### src/rtl/dh_t_matrix.sv
// Denavit-Hartenberg transform builder: top three rows of T from sin/cos/a/d, one shared multiplier.
// Define DH_T_MATRIX_SAT_EN to saturate products and negations; default build wraps.
module dh_t_matrix #(
  parameter int W         = 36,
  parameter int FRAC_BITS = 16
) (
  input  logic            clk,
  input  logic            rst,
  input  logic            en,
  input  logic [W-1:0]    sin_theta,
  input  logic [W-1:0]    cos_theta,
  input  logic [W-1:0]    sin_alpha,
  input  logic [W-1:0]    cos_alpha,
  input  logic [W-1:0]    a,
  input  logic [W-1:0]    d,
  output logic            busy,
  output logic            done,
  output logic [12*W-1:0] t_mat
);

  // state | meaning
  // IDLE  | waiting for en; operands latched on accept
  // MUL   | one shared product per cycle, steps 0..5
  // DONE  | t_mat complete, done pulse
  typedef enum logic [1:0] {IDLE, MUL, DONE} state_t;

  localparam logic signed [2*W-1:0] MAX_L = {{(W+1){1'b0}}, {(W-1){1'b1}}};
  localparam logic signed [2*W-1:0] MIN_L = {{(W+1){1'b1}}, {(W-1){1'b0}}};
  localparam logic signed [W-1:0]   MAX_W = {1'b0, {(W-1){1'b1}}};
  localparam logic signed [W-1:0]   MIN_W = {1'b1, {(W-1){1'b0}}};

  state_t state, state_nxt;
  logic [2:0] step;
  logic signed [W-1:0] s_t, c_t, s_a, c_a, a_r, d_r;
  logic signed [W-1:0] mul_x, mul_y;
  logic signed [2*W-1:0] prod, prod_sh;
  logic signed [W-1:0] red, res;
  logic [3:0] slot;
  logic neg;
  logic [W-1:0] ent [12];
  logic unused_hi;

  always_comb begin
    mul_x = s_t;
    mul_y = c_a;
    slot  = 4'd1;
    neg   = 1'b0;
    case (step)
      3'd0: begin mul_x = s_t; mul_y = c_a; slot = 4'd1; neg = 1'b1; end
      3'd1: begin mul_x = s_t; mul_y = s_a; slot = 4'd2; end
      3'd2: begin mul_x = a_r; mul_y = c_t; slot = 4'd3; end
      3'd3: begin mul_x = c_t; mul_y = c_a; slot = 4'd5; end
      3'd4: begin mul_x = c_t; mul_y = s_a; slot = 4'd6; neg = 1'b1; end
      3'd5: begin mul_x = a_r; mul_y = s_t; slot = 4'd7; end
      default: ;
    endcase
  end

  assign prod      = mul_x * mul_y;
  assign prod_sh   = prod >>> FRAC_BITS;
  assign unused_hi = ^prod_sh[2*W-1:W];

  always_comb begin
`ifdef DH_T_MATRIX_SAT_EN
    if (prod_sh > MAX_L)      red = MAX_W;
    else if (prod_sh < MIN_L) red = MIN_W;
    else                      red = prod_sh[W-1:0];
    if (!neg)                 res = red;
    else if (red == MIN_W)    res = MAX_W;
    else                      res = -red;
`else
    red = prod_sh[W-1:0];
    res = neg ? -red : red;
`endif
  end

  always_comb begin
    state_nxt = state;
    case (state)
      IDLE:    if (en) state_nxt = MUL;
      MUL:     if (step == 3'd5) state_nxt = DONE;
      DONE:    state_nxt = IDLE;
      default: state_nxt = IDLE;
    endcase
  end

  always_ff @(posedge clk or posedge rst) begin
    if (rst) begin
      state <= IDLE;
      step  <= '0;
      s_t   <= '0;
      c_t   <= '0;
      s_a   <= '0;
      c_a   <= '0;
      a_r   <= '0;
      d_r   <= '0;
      for (int k = 0; k < 12; k++) ent[k] <= '0;
    end else begin
      state <= state_nxt;
      case (state)
        IDLE: if (en) begin
          s_t  <= sin_theta;
          c_t  <= cos_theta;
          s_a  <= sin_alpha;
          c_a  <= cos_alpha;
          a_r  <= a;
          d_r  <= d;
          step <= '0;
        end
        MUL: begin
          ent[slot] <= res;
          step      <= step + 3'd1;
          // Direct entries land on the edge into DONE so the matrix is whole while done is high.
          if (step == 3'd5) begin
            step   <= '0;
            ent[0]  <= c_t;
            ent[4]  <= s_t;
            ent[8]  <= '0;
            ent[9]  <= s_a;
            ent[10] <= c_a;
            ent[11] <= d_r;
          end
        end
        default: ;
      endcase
    end
  end

  assign busy = (state == MUL);
  assign done = (state == DONE);

  for (genvar k = 0; k < 12; k++) begin : g_out
    assign t_mat[W*k +: W] = ent[k];
  end

endmodule

### config.mk
export PLATFORM = sky130hd
export DESIGN_NAME = dh_t_matrix
export DESIGN_NICKNAME = d
export VERILOG_FILES = /design/src/rtl/dh_t_matrix.sv
export SDC_FILE = /design/constraint.sdc
export NUM_CORES = 2
export LEC_CHECK = 0
export ABC_AREA = 1
export BUFFER_PORTS_ARGS = -buffer_cell sky130_fd_sc_hd__buf_2
export CAP_MARGIN = 10
export CORE_MARGIN = 2
export CORE_UTILIZATION = 55
export DETAILED_ROUTE_END_ITERATION = 12
export HOLD_SLACK_MARGIN = 0.15
export PLACE_DENSITY_LB_ADDON = 0.25
export SKIP_LAST_GASP = 1
export SLEW_MARGIN = 15
export SYNTH_ARGS = -nofsm -noshare
export SYNTH_HDL_FRONTEND = slang
export SYNTH_SLANG_ARGS = --single-unit
### constraint.sdc
create_clock -name clk -period 23 [get_ports clk]
set_input_delay 4.6 -clock clk [delete_from_list [all_inputs] [get_ports clk]]
set_output_delay 4.6 -clock clk [all_outputs]
set_load 0.1 [all_outputs]
==> metrics <==
outcome=complete, no violations; clock root buffer=clkbuf_16; post_cts resized=0; Slew @ Worst Pin=1384 ps; synthesis-to-layout area growth=11.08%; Synth top area share=0.3358; grt total ovfl=0; Slowest-stage cell, CP=clkinv_1; ranking of synthesized cells by area=fa_1 (34%), dfrtp_1 (25%), nand2_1 (10%), inv_1 (8.9%), nor2_1 (4.7%); worst r2r src=step[0]; reg2reg setup slack=10730 ps; total CTS buffers=68; row cnt=122; initial antenna violation count=19; WS Path Type=flop to flop; first-pass GRT wire length=324200 um; Min-Delay Endpoint=t_mat[423]; Critical Path Source Type=flop; yosys warns=0; total routed wirelength=216200 um; Cell Area, Synth=60930 um^2; Post-synth top flop=dfrtp_1; Slew headroom=0.07437; Cell Area, Placed=65380 um^2; unrepaired setup endpoints after global routing=no; Worst EP arrival=12850 ps; critical path's top delay family=adder cells; Die W=336.8 um; Worst path most repeated cell=fa_1; post-synthesis register bit count=617; part of the cycle the worst path needs=0.5336; worst-path maximum fanout=37; Post-synth ARST share=1.000; CTS max path bufs=3; post-synth top area cell=fa_1; final setup violating endpoints=0; H-tree lvl count=3; sequential-to-total area share from yosys stat=0.2534; CTS tree=yes; nets=9031; Wirelength per Cell=23.64 um; CORE AREA=110200 um^2; Post-synth top cells=nand2_1 (1675), inv_1 (1447), fa_1 (1022); fmax=0.08148 GHz; Reg clk slew, reported paths=60 ps; Worst-Skew Late Latency=700 ps; final period demand of the worst path=12270 ps; R2R depth=35; DRC Markers=0; highest metal used=met5; met1 wire length=80630 um; maxcap violations=0; hold_buf cts=0; Vias=51285; max-slew violation count=0; gr usage total=0.3880; Hold Crit Depth=2; post-CTS setup buffer count=0; # IOs=653; Critical Path Max Stage Delay=1010 ps; most common cell in the synthesized netlist=nand2_1; full die area=113500 um^2; # port buffers=616; Starting Density=0.5528; Final Skew=67.28 ps; routed length on met3=23360 um; Post-DP HPWL=167200 um; cells after synthesis=7136; hold_sp=t_mat[423]; critical path required time=23580 ps; vias in the first global route=52473; WP buf/inv=8; FF-to-FF End=t_mat[54]; met2 WL=97600 um; Via density=5.607; die height=336.8 um; proportion of layout cells with a drive suffix above 1=0.1287; largest net degree at the start of global routing=178; Sum Neg Setup Slack=0 ps; TritonRoute pass-1 iters=6; Avg Inst Size Synth=8.538 um^2; Synth cell types=54; EDFF count, synth=0; Routed Antenna Nets=0; crit path capture type=flop; Hold Crit Class=flop to flop; routability cong.=1.011; Final Hold Fails=0; initial detailed-routing violation count=5164; post-layout instance area=67680 um^2; TritonCTS Sinks=617
==> stage by stage <==
step                setup WS [ps]    util  instances  hold slack, ps
floorplan                    1123       -       7171           444.4
global placement            11250  0.5933       9013           450.3
detailed placement          11210  0.5933       9013           454.1
CTS                         11160  0.6137       9132           469.3
global route                10300  0.6140       9143           491.8
finish                      10730  0.6141       9147           464.4
==> layout make-up <==
| type | instances | area, um^2 |
|---|---|---|
| fillers | 9889 | 42530 |
| multi-input cells | 4726 | 38740 |
| flip-flops and latches | 617 | 15440 |
| inverters | 1475 | 5554 |
| repair buffers | 707 | 3795 |
| clock buffers | 93 | 1876 |
| well taps | 1488 | 1862 |
| clock inverters | 26 | 372.9 |
| diodes | 15 | 37.54 |
==> state kept, by name (all words and copies together), names as in the netlist <==
name	cells
a_r	36
c_a	36
c_t	36
d_r	36
s_a	36
s_t	36
state	2
step	3
t_mat	396
==> cells by family (layout without fill, tap and decap cells) <==
group           count (synthesis)  in the layout  share of synthesized area
xor+xnor                       65             65                    0.01008
flops                         617            617                     0.2534
buf+inv                      1828           2301                     0.1156
other cells                     1             51                 0.00006155
compound gates                659            659                    0.05935
fa+ha+maj                    1217           1217                     0.3758
simple gates                 2692           2692                     0.1751
mux                            57             57                    0.01054
==> worst max-delay path by stage <==
stage | cells past startpoint | slack [ps] | start | end
final | 35 | 10730 | step[0] | t_mat[54]
after global routing | 44 | 10300 | step[0] | t_mat[126]
after CTS | 35 | 11160 | step[0] | t_mat[267]
after detailed placement | 35 | 11210 | step[0] | t_mat[267]
after global placement | 37 | 11250 | step[0] | t_mat[123]
after floorplan | 1 | 1120 | rst | a_r[0]
==> metal layers <==
| layer | global-route usage | up-vias |
|---|---|---|
| li1 | - | 21887 |
| met1 | 0.5037 | 25768 |
| met4 | 0.2165 | 8 |
| met2 | 0.5967 | 2899 |
| met5 | 0 | - |
| met3 | 0.1004 | 723 |
==> worst reg2reg max path, delay by kind of cell, from the launching register on <==
kind | cells | cell delay, ps
xor+xnor | 1 | 820
flops | 1 | 700
buf+inv | 8 | 2170
compound gates | 1 | 280
simple gates | 16 | 3750
fa+ha+maj | 9 | 4470
==> placed cells by master, fill, tap and decap left out, types with 5 or more instances in the layout <==
cell type,Yosys,routed
o22ai_1,92,92
ha_1,195,195
clkinv_2,0,10
diode_2,0,15
xnor2_1,21,20
dfrtp_1,617,617
a31oi_1,6,6
nand4_1,21,21
fa_1,1022,1022
o21ai_0,249,245
nor2_1,763,755
mux2_2,57,57
buf_2,14,616
inv_1,1447,1445
nor3_1,10,8
a21oi_1,257,245
nand3b_1,14,14
clkinv_1,22,22
xor2_1,38,38
inv_2,5,5
nor2_4,6,8
nand2_4,4,5
nand3_1,145,143
nand2_1,1675,1672
nor2_2,6,12
o21bai_1,10,5
clkbuf_16,0,68
o21ai_2,3,6
a21oi_2,4,14
clkbuf_8,0,8
or2_2,10,10
clkinv_16,0,6
conb_1,1,36
buf_4,37,88
nand2_2,24,26
o21a_1,15,15
clkbuf_1,262,17
Power is not shown: default switching activity piles up to over one toggle a cycle in this logic, so the estimate is an artifact.
